## config.mk

```make
export PLATFORM = sky130hd
export DESIGN_NAME = conv_window_sequencer_flat
export DESIGN_NICKNAME = d
export VERILOG_FILES = /design/src/rtl/conv_pkg.sv /design/src/rtl/conv_window_sequencer_if.sv /design/src/rtl/conv_line_buffer.sv /design/src/rtl/conv_window_sequencer.sv /design/src/flat_wrapper.sv
export SDC_FILE = /design/constraint.sdc
export NUM_CORES = 2
export LEC_CHECK = 0
export ABC_CLOCK_PERIOD_IN_PS = 6800
export BUFFER_PORTS_ARGS = -buffer_cell sky130_fd_sc_hd__buf_2
export CAP_MARGIN = 25
export CORE_UTILIZATION = 65
export CTS_BUF_LIST = sky130_fd_sc_hd__clkbuf_8
export DETAILED_ROUTE_END_ITERATION = 8
export PLACE_DENSITY = 0.8
export SYNTH_ARGS = -nofsm -noshare
export SYNTH_HDL_FRONTEND = slang
export SYNTH_SLANG_ARGS = --single-unit
export TNS_END_PERCENT = 100
```

## constraint.sdc

```tcl
create_clock -name clk -period 6.8 [get_ports clk]
set_input_delay 0.34 -clock clk [delete_from_list [all_inputs] [get_ports clk]]
set_output_delay 0.34 -clock clk [all_outputs]
set_load 0.05 [all_outputs]
```

## src/rtl/conv_pkg.sv

```systemverilog
// Shared definitions for the 3x3 window sequencer: default geometry,
// FSM state encoding and the window record layout.
package conv_pkg;

  localparam int unsigned CONV_IMG_W = 64;
  localparam int unsigned CONV_IMG_H = 64;
  localparam int unsigned CONV_PIX_W = 13;

  typedef enum logic [1:0] {
    IDLE,
    FILL,
    RUN,
    FLUSH
  } conv_state_t;

  // p0..p2 top row, p3..p5 middle row, p6..p8 bottom row; p4 is the centre
  typedef struct packed {
    logic [CONV_PIX_W-1:0] p0;
    logic [CONV_PIX_W-1:0] p1;
    logic [CONV_PIX_W-1:0] p2;
    logic [CONV_PIX_W-1:0] p3;
    logic [CONV_PIX_W-1:0] p4;
    logic [CONV_PIX_W-1:0] p5;
    logic [CONV_PIX_W-1:0] p6;
    logic [CONV_PIX_W-1:0] p7;
    logic [CONV_PIX_W-1:0] p8;
  } conv_win_t;

endpackage

```

## src/rtl/conv_window_sequencer_if.sv

```systemverilog
// Pixel-in / window-out handshake bundle of the window sequencer.
// master: pixel source + kernel side; slave: the sequencer itself.
interface conv_window_sequencer_if #(
  parameter int unsigned PIX_W = conv_pkg::CONV_PIX_W
) ();

  logic             in_valid;
  logic             in_ready;
  logic [PIX_W-1:0] in_pixel;
  logic             out_valid;
  logic             out_ready;
  logic [PIX_W-1:0] p0, p1, p2, p3, p4, p5, p6, p7, p8;
  logic             out_last;
  logic             busy;
  logic             frame_done;

  modport master (
    output in_valid, in_pixel, out_ready,
    input  in_ready, out_valid, p0, p1, p2, p3, p4, p5, p6, p7, p8,
           out_last, busy, frame_done
  );

  modport slave (
    input  in_valid, in_pixel, out_ready,
    output in_ready, out_valid, p0, p1, p2, p3, p4, p5, p6, p7, p8,
           out_last, busy, frame_done
  );

endinterface

```

## src/rtl/conv_line_buffer.sv

```systemverilog
// One image row of delay: circular buffer, DEPTH entries of WIDTH bits.
// dout is the entry written DEPTH shifts ago; it is replaced by din on shift.
module conv_line_buffer #(
  parameter int unsigned DEPTH = conv_pkg::CONV_IMG_W,
  parameter int unsigned WIDTH = conv_pkg::CONV_PIX_W
) (
  input  logic             clk,
  input  logic             rst_n,
  input  logic             shift_en,
  input  logic [WIDTH-1:0] din,
  output logic [WIDTH-1:0] dout
);

  localparam int unsigned AW = (DEPTH > 1) ? $clog2(DEPTH) : 1;

  logic [WIDTH-1:0] mem [DEPTH];
  logic [AW-1:0]    ptr;

  assign dout = mem[ptr];

  // storage: contents need no reset, they are written before being used
  always_ff @(posedge clk) begin
    if (shift_en) mem[ptr] <= din;
  end

  // read/write pointer wraps at DEPTH
  always_ff @(posedge clk or negedge rst_n) begin
    if (!rst_n) begin
      ptr <= '0;
    end else if (shift_en) begin
      ptr <= (ptr == AW'(DEPTH - 1)) ? '0 : ptr + AW'(1);
    end
  end

endmodule

```

## src/rtl/conv_window_sequencer.sv

```systemverilog
// Raster-order pixel stream in, one registered 3x3 neighbourhood per pixel
// out, with border handling and end-of-frame flush.
// Optional build macro CONV_SEQ_REPLICATE_EN: out-of-frame taps replicate
// edge pixels (rows fixed first, then columns) instead of reading as zero.
module conv_window_sequencer
  import conv_pkg::*;
#(
  parameter int unsigned IMG_W = CONV_IMG_W,
  parameter int unsigned IMG_H = CONV_IMG_H,
  parameter int unsigned PIX_W = CONV_PIX_W
) (
  input logic                   clk,
  input logic                   rst_n,
  conv_window_sequencer_if.slave bus
);

  localparam int unsigned NPIX  = IMG_W * IMG_H;
  localparam int unsigned SLAST = NPIX + IMG_W;      // final emitting step
  localparam int unsigned SMAX  = SLAST + 1;          // resting value after it
  localparam int unsigned SW    = $clog2(SMAX) + 1;
  localparam int unsigned CW    = $clog2(IMG_W) + 1;
  localparam int unsigned RW    = $clog2(IMG_H) + 1;

  conv_state_t state, state_nxt;

  logic [SW-1:0] s;
  logic [CW-1:0] o_col;
  logic [RW-1:0] o_row;

  logic emits, need_in, out_ok, in_ready_c, fire, hs_last;
  logic [PIX_W-1:0] x, lb1_out, lb2_out;

  // previous two columns of the raw neighbourhood, index 0 is the older
  logic [PIX_W-1:0] t_reg [2];
  logic [PIX_W-1:0] m_reg [2];
  logic [PIX_W-1:0] b_reg [2];

  logic [PIX_W-1:0] w  [9];
  logic [PIX_W-1:0] wm [9];
  logic [PIX_W-1:0] p_r [9];
  logic             out_valid_r, out_last_r;

  // line buffer 1 delays the stream by one row, line buffer 2 by two rows
  conv_line_buffer #(.DEPTH(IMG_W), .WIDTH(PIX_W)) u_lb1 (
    .clk(clk), .rst_n(rst_n), .shift_en(fire), .din(x), .dout(lb1_out)
  );

  conv_line_buffer #(.DEPTH(IMG_W), .WIDTH(PIX_W)) u_lb2 (
    .clk(clk), .rst_n(rst_n), .shift_en(fire), .din(lb1_out), .dout(lb2_out)
  );

  // step firing, handshake decode and FSM next state
  always_comb begin
    emits      = (s >= SW'(IMG_W + 1));
    need_in    = (s < SW'(NPIX));
    out_ok     = !out_valid_r || bus.out_ready;
    in_ready_c = (state != FLUSH) && (out_ok || !emits);
    fire       = 1'b0;
    if (need_in) fire = bus.in_valid && in_ready_c;
    else         fire = (state == FLUSH) && (s <= SW'(SLAST)) && out_ok;
    hs_last    = out_valid_r && bus.out_ready && out_last_r;
    x          = need_in ? bus.in_pixel : '0;

    state_nxt = state;
    case (state)
      IDLE:    if (fire) state_nxt = FILL;
      FILL:    if (fire && (s == SW'(IMG_W))) state_nxt = RUN;
      RUN:     if (fire && (s == SW'(NPIX - 1))) state_nxt = FLUSH;
      FLUSH:   if (hs_last) state_nxt = IDLE;
      default: state_nxt = IDLE;
    endcase
  end

  // FSM state register
  always_ff @(posedge clk or negedge rst_n) begin
    if (!rst_n) state <= IDLE;
    else        state <= state_nxt;
  end

  // step counter and centre row/column of the next window to emit
  always_ff @(posedge clk or negedge rst_n) begin
    if (!rst_n) begin
      s     <= '0;
      o_col <= '0;
      o_row <= '0;
    end else begin
      if (hs_last)   s <= '0;
      else if (fire) s <= s + SW'(1);
      if (fire && emits) begin
        if (o_col == CW'(IMG_W - 1)) begin
          o_col <= '0;
          o_row <= (o_row == RW'(IMG_H - 1)) ? '0 : o_row + RW'(1);
        end else begin
          o_col <= o_col + CW'(1);
        end
      end
    end
  end

  // raw neighbourhood column history, advanced on every fired step
  always_ff @(posedge clk) begin
    if (fire) begin
      t_reg[0] <= t_reg[1];
      t_reg[1] <= lb2_out;
      m_reg[0] <= m_reg[1];
      m_reg[1] <= lb1_out;
      b_reg[0] <= b_reg[1];
      b_reg[1] <= x;
    end
  end

  // window for the firing step: stored columns plus the column arriving now
  always_comb begin
    w[0] = t_reg[0]; w[1] = t_reg[1]; w[2] = lb2_out;
    w[3] = m_reg[0]; w[4] = m_reg[1]; w[5] = lb1_out;
    w[6] = b_reg[0]; w[7] = b_reg[1]; w[8] = x;
  end

  // border treatment of out-of-frame taps, including cross-row wrap taps
  always_comb begin
    for (int unsigned i = 0; i < 9; i++) wm[i] = w[i];
`ifdef CONV_SEQ_REPLICATE_EN
    if (o_row == '0) begin
      for (int unsigned c = 0; c < 3; c++) wm[c] = w[3 + c];
    end
    if (o_row == RW'(IMG_H - 1)) begin
      for (int unsigned c = 0; c < 3; c++) wm[6 + c] = w[3 + c];
    end
    // columns read the row-corrected values so corners resolve correctly
    if (o_col == '0) begin
      for (int unsigned r = 0; r < 3; r++) wm[3*r] = wm[3*r + 1];
    end
    if (o_col == CW'(IMG_W - 1)) begin
      for (int unsigned r = 0; r < 3; r++) wm[3*r + 2] = wm[3*r + 1];
    end
`else
    if (o_row == '0) begin
      for (int unsigned c = 0; c < 3; c++) wm[c] = '0;
    end
    if (o_row == RW'(IMG_H - 1)) begin
      for (int unsigned c = 0; c < 3; c++) wm[6 + c] = '0;
    end
    if (o_col == '0) begin
      for (int unsigned r = 0; r < 3; r++) wm[3*r] = '0;
    end
    if (o_col == CW'(IMG_W - 1)) begin
      for (int unsigned r = 0; r < 3; r++) wm[3*r + 2] = '0;
    end
`endif
  end

  // output window register: load on an emitting step, hold under backpressure
  always_ff @(posedge clk or negedge rst_n) begin
    if (!rst_n) begin
      out_valid_r <= 1'b0;
      out_last_r  <= 1'b0;
      for (int unsigned i = 0; i < 9; i++) p_r[i] <= '0;
    end else if (fire && emits) begin
      out_valid_r <= 1'b1;
      out_last_r  <= (o_row == RW'(IMG_H - 1)) && (o_col == CW'(IMG_W - 1));
      for (int unsigned i = 0; i < 9; i++) p_r[i] <= wm[i];
    end else if (bus.out_ready) begin
      out_valid_r <= 1'b0;
    end
  end

  assign bus.in_ready   = in_ready_c;
  assign bus.out_valid  = out_valid_r;
  assign bus.out_last   = out_last_r;
  assign bus.busy       = (state != IDLE);
  assign bus.frame_done = hs_last;
  assign bus.p0 = p_r[0];
  assign bus.p1 = p_r[1];
  assign bus.p2 = p_r[2];
  assign bus.p3 = p_r[3];
  assign bus.p4 = p_r[4];
  assign bus.p5 = p_r[5];
  assign bus.p6 = p_r[6];
  assign bus.p7 = p_r[7];
  assign bus.p8 = p_r[8];

endmodule

```

## src/flat_wrapper.sv

```systemverilog
// flat-port wrapper written by rule: the top's interface ports become plain ports
module conv_window_sequencer_flat import conv_pkg::*;
#(
  parameter int unsigned IMG_W = CONV_IMG_W,
  parameter int unsigned IMG_H = CONV_IMG_H,
  parameter int unsigned PIX_W = CONV_PIX_W
)
  (clk, rst_n, bus_in_valid, bus_in_pixel, bus_out_ready, bus_in_ready, bus_out_valid, bus_p0, bus_p1, bus_p2, bus_p3, bus_p4, bus_p5, bus_p6, bus_p7, bus_p8, bus_out_last, bus_busy, bus_frame_done);
  conv_window_sequencer_if #(.PIX_W(PIX_W)) bus_i ();
  input logic clk;
  input logic rst_n;
  input wire logic [$bits(bus_i.in_valid)-1:0] bus_in_valid;
  input wire logic [$bits(bus_i.in_pixel)-1:0] bus_in_pixel;
  input wire logic [$bits(bus_i.out_ready)-1:0] bus_out_ready;
  output wire logic [$bits(bus_i.in_ready)-1:0] bus_in_ready;
  output wire logic [$bits(bus_i.out_valid)-1:0] bus_out_valid;
  output wire logic [$bits(bus_i.p0)-1:0] bus_p0;
  output wire logic [$bits(bus_i.p1)-1:0] bus_p1;
  output wire logic [$bits(bus_i.p2)-1:0] bus_p2;
  output wire logic [$bits(bus_i.p3)-1:0] bus_p3;
  output wire logic [$bits(bus_i.p4)-1:0] bus_p4;
  output wire logic [$bits(bus_i.p5)-1:0] bus_p5;
  output wire logic [$bits(bus_i.p6)-1:0] bus_p6;
  output wire logic [$bits(bus_i.p7)-1:0] bus_p7;
  output wire logic [$bits(bus_i.p8)-1:0] bus_p8;
  output wire logic [$bits(bus_i.out_last)-1:0] bus_out_last;
  output wire logic [$bits(bus_i.busy)-1:0] bus_busy;
  output wire logic [$bits(bus_i.frame_done)-1:0] bus_frame_done;
  assign bus_i.in_valid = bus_in_valid;
  assign bus_i.in_pixel = bus_in_pixel;
  assign bus_i.out_ready = bus_out_ready;
  assign bus_in_ready = bus_i.in_ready;
  assign bus_out_valid = bus_i.out_valid;
  assign bus_p0 = bus_i.p0;
  assign bus_p1 = bus_i.p1;
  assign bus_p2 = bus_i.p2;
  assign bus_p3 = bus_i.p3;
  assign bus_p4 = bus_i.p4;
  assign bus_p5 = bus_i.p5;
  assign bus_p6 = bus_i.p6;
  assign bus_p7 = bus_i.p7;
  assign bus_p8 = bus_i.p8;
  assign bus_out_last = bus_i.out_last;
  assign bus_busy = bus_i.busy;
  assign bus_frame_done = bus_i.frame_done;
  conv_window_sequencer #(.IMG_W(IMG_W), .IMG_H(IMG_H), .PIX_W(PIX_W)) u_core (.clk(clk), .rst_n(rst_n), .bus(bus_i));
endmodule
```

==> impl_results.md <==
- Number of distinct library cells after synthesis: 82
- Crit path required time: 7.43 ns
- Worst skew pair latency: 0.99 ns
- Number of ports placed on the die boundary: 139
- Endpoints failing hold: 0
- Class of the tightest hold or removal check: in -> reg
- Final cell utilization of the core: 0.731
- Number of nets in the final layout: 4685
- DR WL/cell: 31.9 um
- Antenna Violating Nets Remaining: 0
- Cell Area, Placed: 0.0767 mm^2
- Fin Clk Skew: 0.0733 ns
- Worst slew slack as a fraction of its limit: 0.237
- Synthesis-to-layout area growth: 11.5%
- Final critical-path share of the clock period: 0.745
- Synth Register Bits: 1903
- Post-synthesis compound-gate area fraction: 0.0833
- Total die area: 0.115 mm^2
- Critical-path maximum fanout: 45
- PostCTS Resize Cnt: 0
- Final design area excluding fillers: 0.0824 mm^2
- Proportion of netlist area held by the largest area contributor: 0.708
- Sequence of cells on the critical path: inv_2 > nand2_1 > o32ai_1 > a221oi_1 > o21ai_0 > nor3b_1 > inv_2 > buf_4
- Power per Cell Area: 492 mW/mm^2
- Register clock-pin slew on the reported worst setup and hold paths: 0.06 ns
- Static leakage power: 28.4 nW
- Longest Clk Path Bufs: 4
- Cell class contributing the biggest share of worst-path delay: buffers and inverters
- Cell count after synthesis: 4261
- Largest family of logic cells by synthesized area: multiplexers
- Adder and majority cell fraction of the synthesized area: 0.00254
- Final number of setup-violating endpoints: 0
- Wire length of the first global-routing pass: 292000 um
- Setup WS post-layout: 1.74 ns
- Antenna violations before repair: 6
- Global placer's final weighted congestion: 0.985
- Type of element launching the critical path: register
- Initial drt markers: 7754
- Unrepaired setup endpoints after global routing: false
- Total GRT Usage: 0.350
- Half-perimeter wire length of the detailed placement result: 121000 um
- Number of warnings reported in the yosys synthesis log: 0
- Total number of H-tree levels: 5
- Post-Place Worst Slack: 1.99 ns
- Slew at the pin closest to its max-slew limit: 1.14 ns
- Total DRC errors in the routed layout: 0
- Slowest CP cell: sky130_fd_sc_hd__dfrtp_4
- Overflow left after global routing: 0
- Setup Crit Path Kind: reg -> reg
- Worst path bufs/invs: 3
- IO buf count: 138
- Initial Util: 0.656
- Max VDD drop: 0.598 mV
- Data arrival time of the critical path: 5.69 ns
- Multiplexer fraction of the synthesized cell area: 0.0858
- Area fraction in and, or, nand and nor cells after synthesis: 0.0426
- Final period demand of the worst path: 5.06 ns
- Synth area leader: sky130_fd_sc_hd__edfxtp_1
- Post-synthesis async set-or-reset flop share: 0.0846
- Top cells by area in the synthesized netlist: sky130_fd_sc_hd__edfxtp_1 71%, sky130_fd_sc_hd__dfrtp_1 5.5%, sky130_fd_sc_hd__mux4_2 3.6%, sky130_fd_sc_hd__mux2i_1 2.8%, sky130_fd_sc_hd__mux2_2 2.0%
- Synthesized-area fraction occupied by xor and xnor cells: 0.00225
- Avg Synthesized Cell Area: 17.3 um^2
- Count of filler cells inserted in the layout: 6307
- Core region area: 0.113 mm^2
- EDFF count, synth: 1742
- Floorplan die height: 339 um
- Pin count of the biggest net entering global routing: 214
- Slowest stage delay, CP: 0.94 ns
- Timing-limited maximum frequency: 197 MHz
- Number of global-route vias before repair: 43.3k
- Vias after detailed routing: 44.8k
- Most frequent cells in the layout: 1742 x sky130_fd_sc_hd__edfxtp_1, 315 x sky130_fd_sc_hd__clkbuf_8, 278 x sky130_fd_sc_hd__nand2_1, 230 x sky130_fd_sc_hd__nor2_1, 208 x sky130_fd_sc_hd__mux2i_1
- Cell repeated most along the worst path: sky130_fd_sc_hd__inv_2
- Final count of pins violating max slew: 0
- Run status: finished, final reports clean
- Post-Synthesis Net Count: 4293
- Post-detailed-routing wire length: 203000 um
- Clock net sink count: 1903
- Most common cell after layout, fill and taps aside: sky130_fd_sc_hd__edfxtp_1
- Critical Path Sink Type: register
- CTS Root Buffer Type: sky130_fd_sc_hd__clkbuf_8
- Total negative slack for setup checks: 0 ns
- TritonCTS buffer count: 306
- Post-synthesis sequential area ratio: 0.762
- Die span in x: 339 um
- Synthesized area: 0.0739 mm^2
- Post-DR vias/cell: 7.04
- Clock tree from TritonCTS: yes
- Detailed Routing Iterations Pass 1: 7
- Layout cells sized above 1: 0.215
- Max-cap check violation count: 0
- Cell Rows: 123
- Most used DFF post-synth: sky130_fd_sc_hd__edfxtp_1
- Regs by FF count: u_core.u_lb1.mem: 832 flops, u_core.u_lb2.mem: 832 flops
-- power by group --
group          switching [mW]  internal, mW
Sequential              0.816          16.2
Combinational            11.0          3.69
Clock                    4.34          4.50
-- routing by layer --
metal / vias to the layer above / GRT usage / share of wire
li1: 17900 / - / -
met5: - / 0 / 0.00031
met2: 4211 / 0.507 / 0.44
met4: 8 / 0.140 / 0.043
met1: 22000 / 0.494 / 0.35
met3: 707 / 0.121 / 0.16
-- Yosys cell counts, types with 11 or more instances --
library cell and count:
sky130_fd_sc_hd__nand4_1 13, sky130_fd_sc_hd__edfxtp_1 1742, sky130_fd_sc_hd__o2bb2ai_1 13, sky130_fd_sc_hd__nand3_1 56
sky130_fd_sc_hd__nand2_1 279, sky130_fd_sc_hd__buf_2 111, sky130_fd_sc_hd__mux4_2 118, sky130_fd_sc_hd__nand2b_1 11
sky130_fd_sc_hd__a22o_1 74, sky130_fd_sc_hd__a22oi_1 112, sky130_fd_sc_hd__nor2b_1 16, sky130_fd_sc_hd__buf_6 20
sky130_fd_sc_hd__buf_1 17, sky130_fd_sc_hd__ha_1 15, sky130_fd_sc_hd__a211oi_1 12, sky130_fd_sc_hd__a31oi_1 15
sky130_fd_sc_hd__and2_1 31, sky130_fd_sc_hd__a221oi_1 164, sky130_fd_sc_hd__inv_1 21, sky130_fd_sc_hd__a21oi_1 88
sky130_fd_sc_hd__o21ai_0 160, sky130_fd_sc_hd__nor2_1 233, sky130_fd_sc_hd__mux2_2 134, sky130_fd_sc_hd__o211ai_1 13
sky130_fd_sc_hd__o22ai_1 86, sky130_fd_sc_hd__buf_4 36, sky130_fd_sc_hd__a221o_1 22, sky130_fd_sc_hd__dfrtp_1 161
sky130_fd_sc_hd__xor2_1 12, sky130_fd_sc_hd__clkbuf_1 91, sky130_fd_sc_hd__mux2i_1 208, sky130_fd_sc_hd__o22a_1 11
sky130_fd_sc_hd__o221ai_1 13
-- final timing paths --
| kind | cells after the start | startpoint | slack, ns | endpoint |
|---|---|---|---|---|
| worst min-delay path | 4 | bus_in_pixel[7] | 0.10 | u_core.bus.p8[7]$_DFFE_PN0P_ |
| max in group asynchronous | 4 | rst_n | 5.34 | u_core.u_lb2.ptr[0]$_DFFE_PN0P_ |
| min in group asynchronous | 3 | rst_n | 0.35 | u_core.bus.p1[10]$_DFFE_PN0P_ |
| worst max-delay path | 8 | u_core.u_lb1.ptr[2]$_DFFE_PN0P_ | 1.74 | u_core.u_lb2.mem[19][10]$_DFFE_PP_ |
| worst max register to register | 8 | u_core.u_lb1.ptr[2]$_DFFE_PN0P_ | 1.74 | u_core.u_lb2.mem[19][10]$_DFFE_PP_ |
| worst min register to register | 0 | u_core.b_reg[0][19]$_DFFE_PP_ | 0.45 | u_core.b_reg[0][6]$_DFFE_PP_ |
-- cells by family (layout without fill, tap and decap cells) --
family,after synthesis,in the layout
xor gates and xnor gates,19,19
other,0,6
AOI/OAI and AO/OA,850,850
muxes,465,465
buffers and inverters,301,895
adders and majority gates,15,15
and+or+nand+nor,708,708
DFF,1903,1903
-- timing repair --
action / 4_1_cts / 5_1_grt
hold buffers: 5 / 0
buffers inserted: 0 / 0
endpoints found under the hold margin: 87 / 0
-- stage by stage --
step,power (mW),hold slack [ns],cells
CTS,39.9,0.0681,6318
detailed placement,31.2,0.413,5803
global route,41.4,0.111,6357
floorplan,25.5,0.0444,4261
finish,40.5,0.101,6361
global placement,30.9,0.416,5733
-- worst register-to-register path: stages, from the launching register on --
cell and delay, ns:
sky130_fd_sc_hd__dfrtp_4 0.94, sky130_fd_sc_hd__inv_2 0.48, sky130_fd_sc_hd__nand2_1 0.75, sky130_fd_sc_hd__o32ai_1 0.16
sky130_fd_sc_hd__a221oi_1 0.59, sky130_fd_sc_hd__o21ai_0 0.16, sky130_fd_sc_hd__nor3b_1 0.62, sky130_fd_sc_hd__inv_2 0.55
sky130_fd_sc_hd__buf_4 0.48
-- final cells by class --
class / instances / area, um^2 / share of cell area
Inverter: 25 / 96.3 / 0.00117
Tap cell: 1500 / 1880 / 0.0228
Antenna cell: 6 / 15.0 / 0.000182
Sequential cell: 1903 / 56400 / 0.684
Clock buffer: 314 / 4320 / 0.0525
Timing Repair Buffer: 360 / 2610 / 0.0316
Multi-Input combinational cell: 2057 / 16100 / 0.195
Clock inverter: 196 / 1010 / 0.0123
Note: power is estimated with default switching activity, not from simulation.
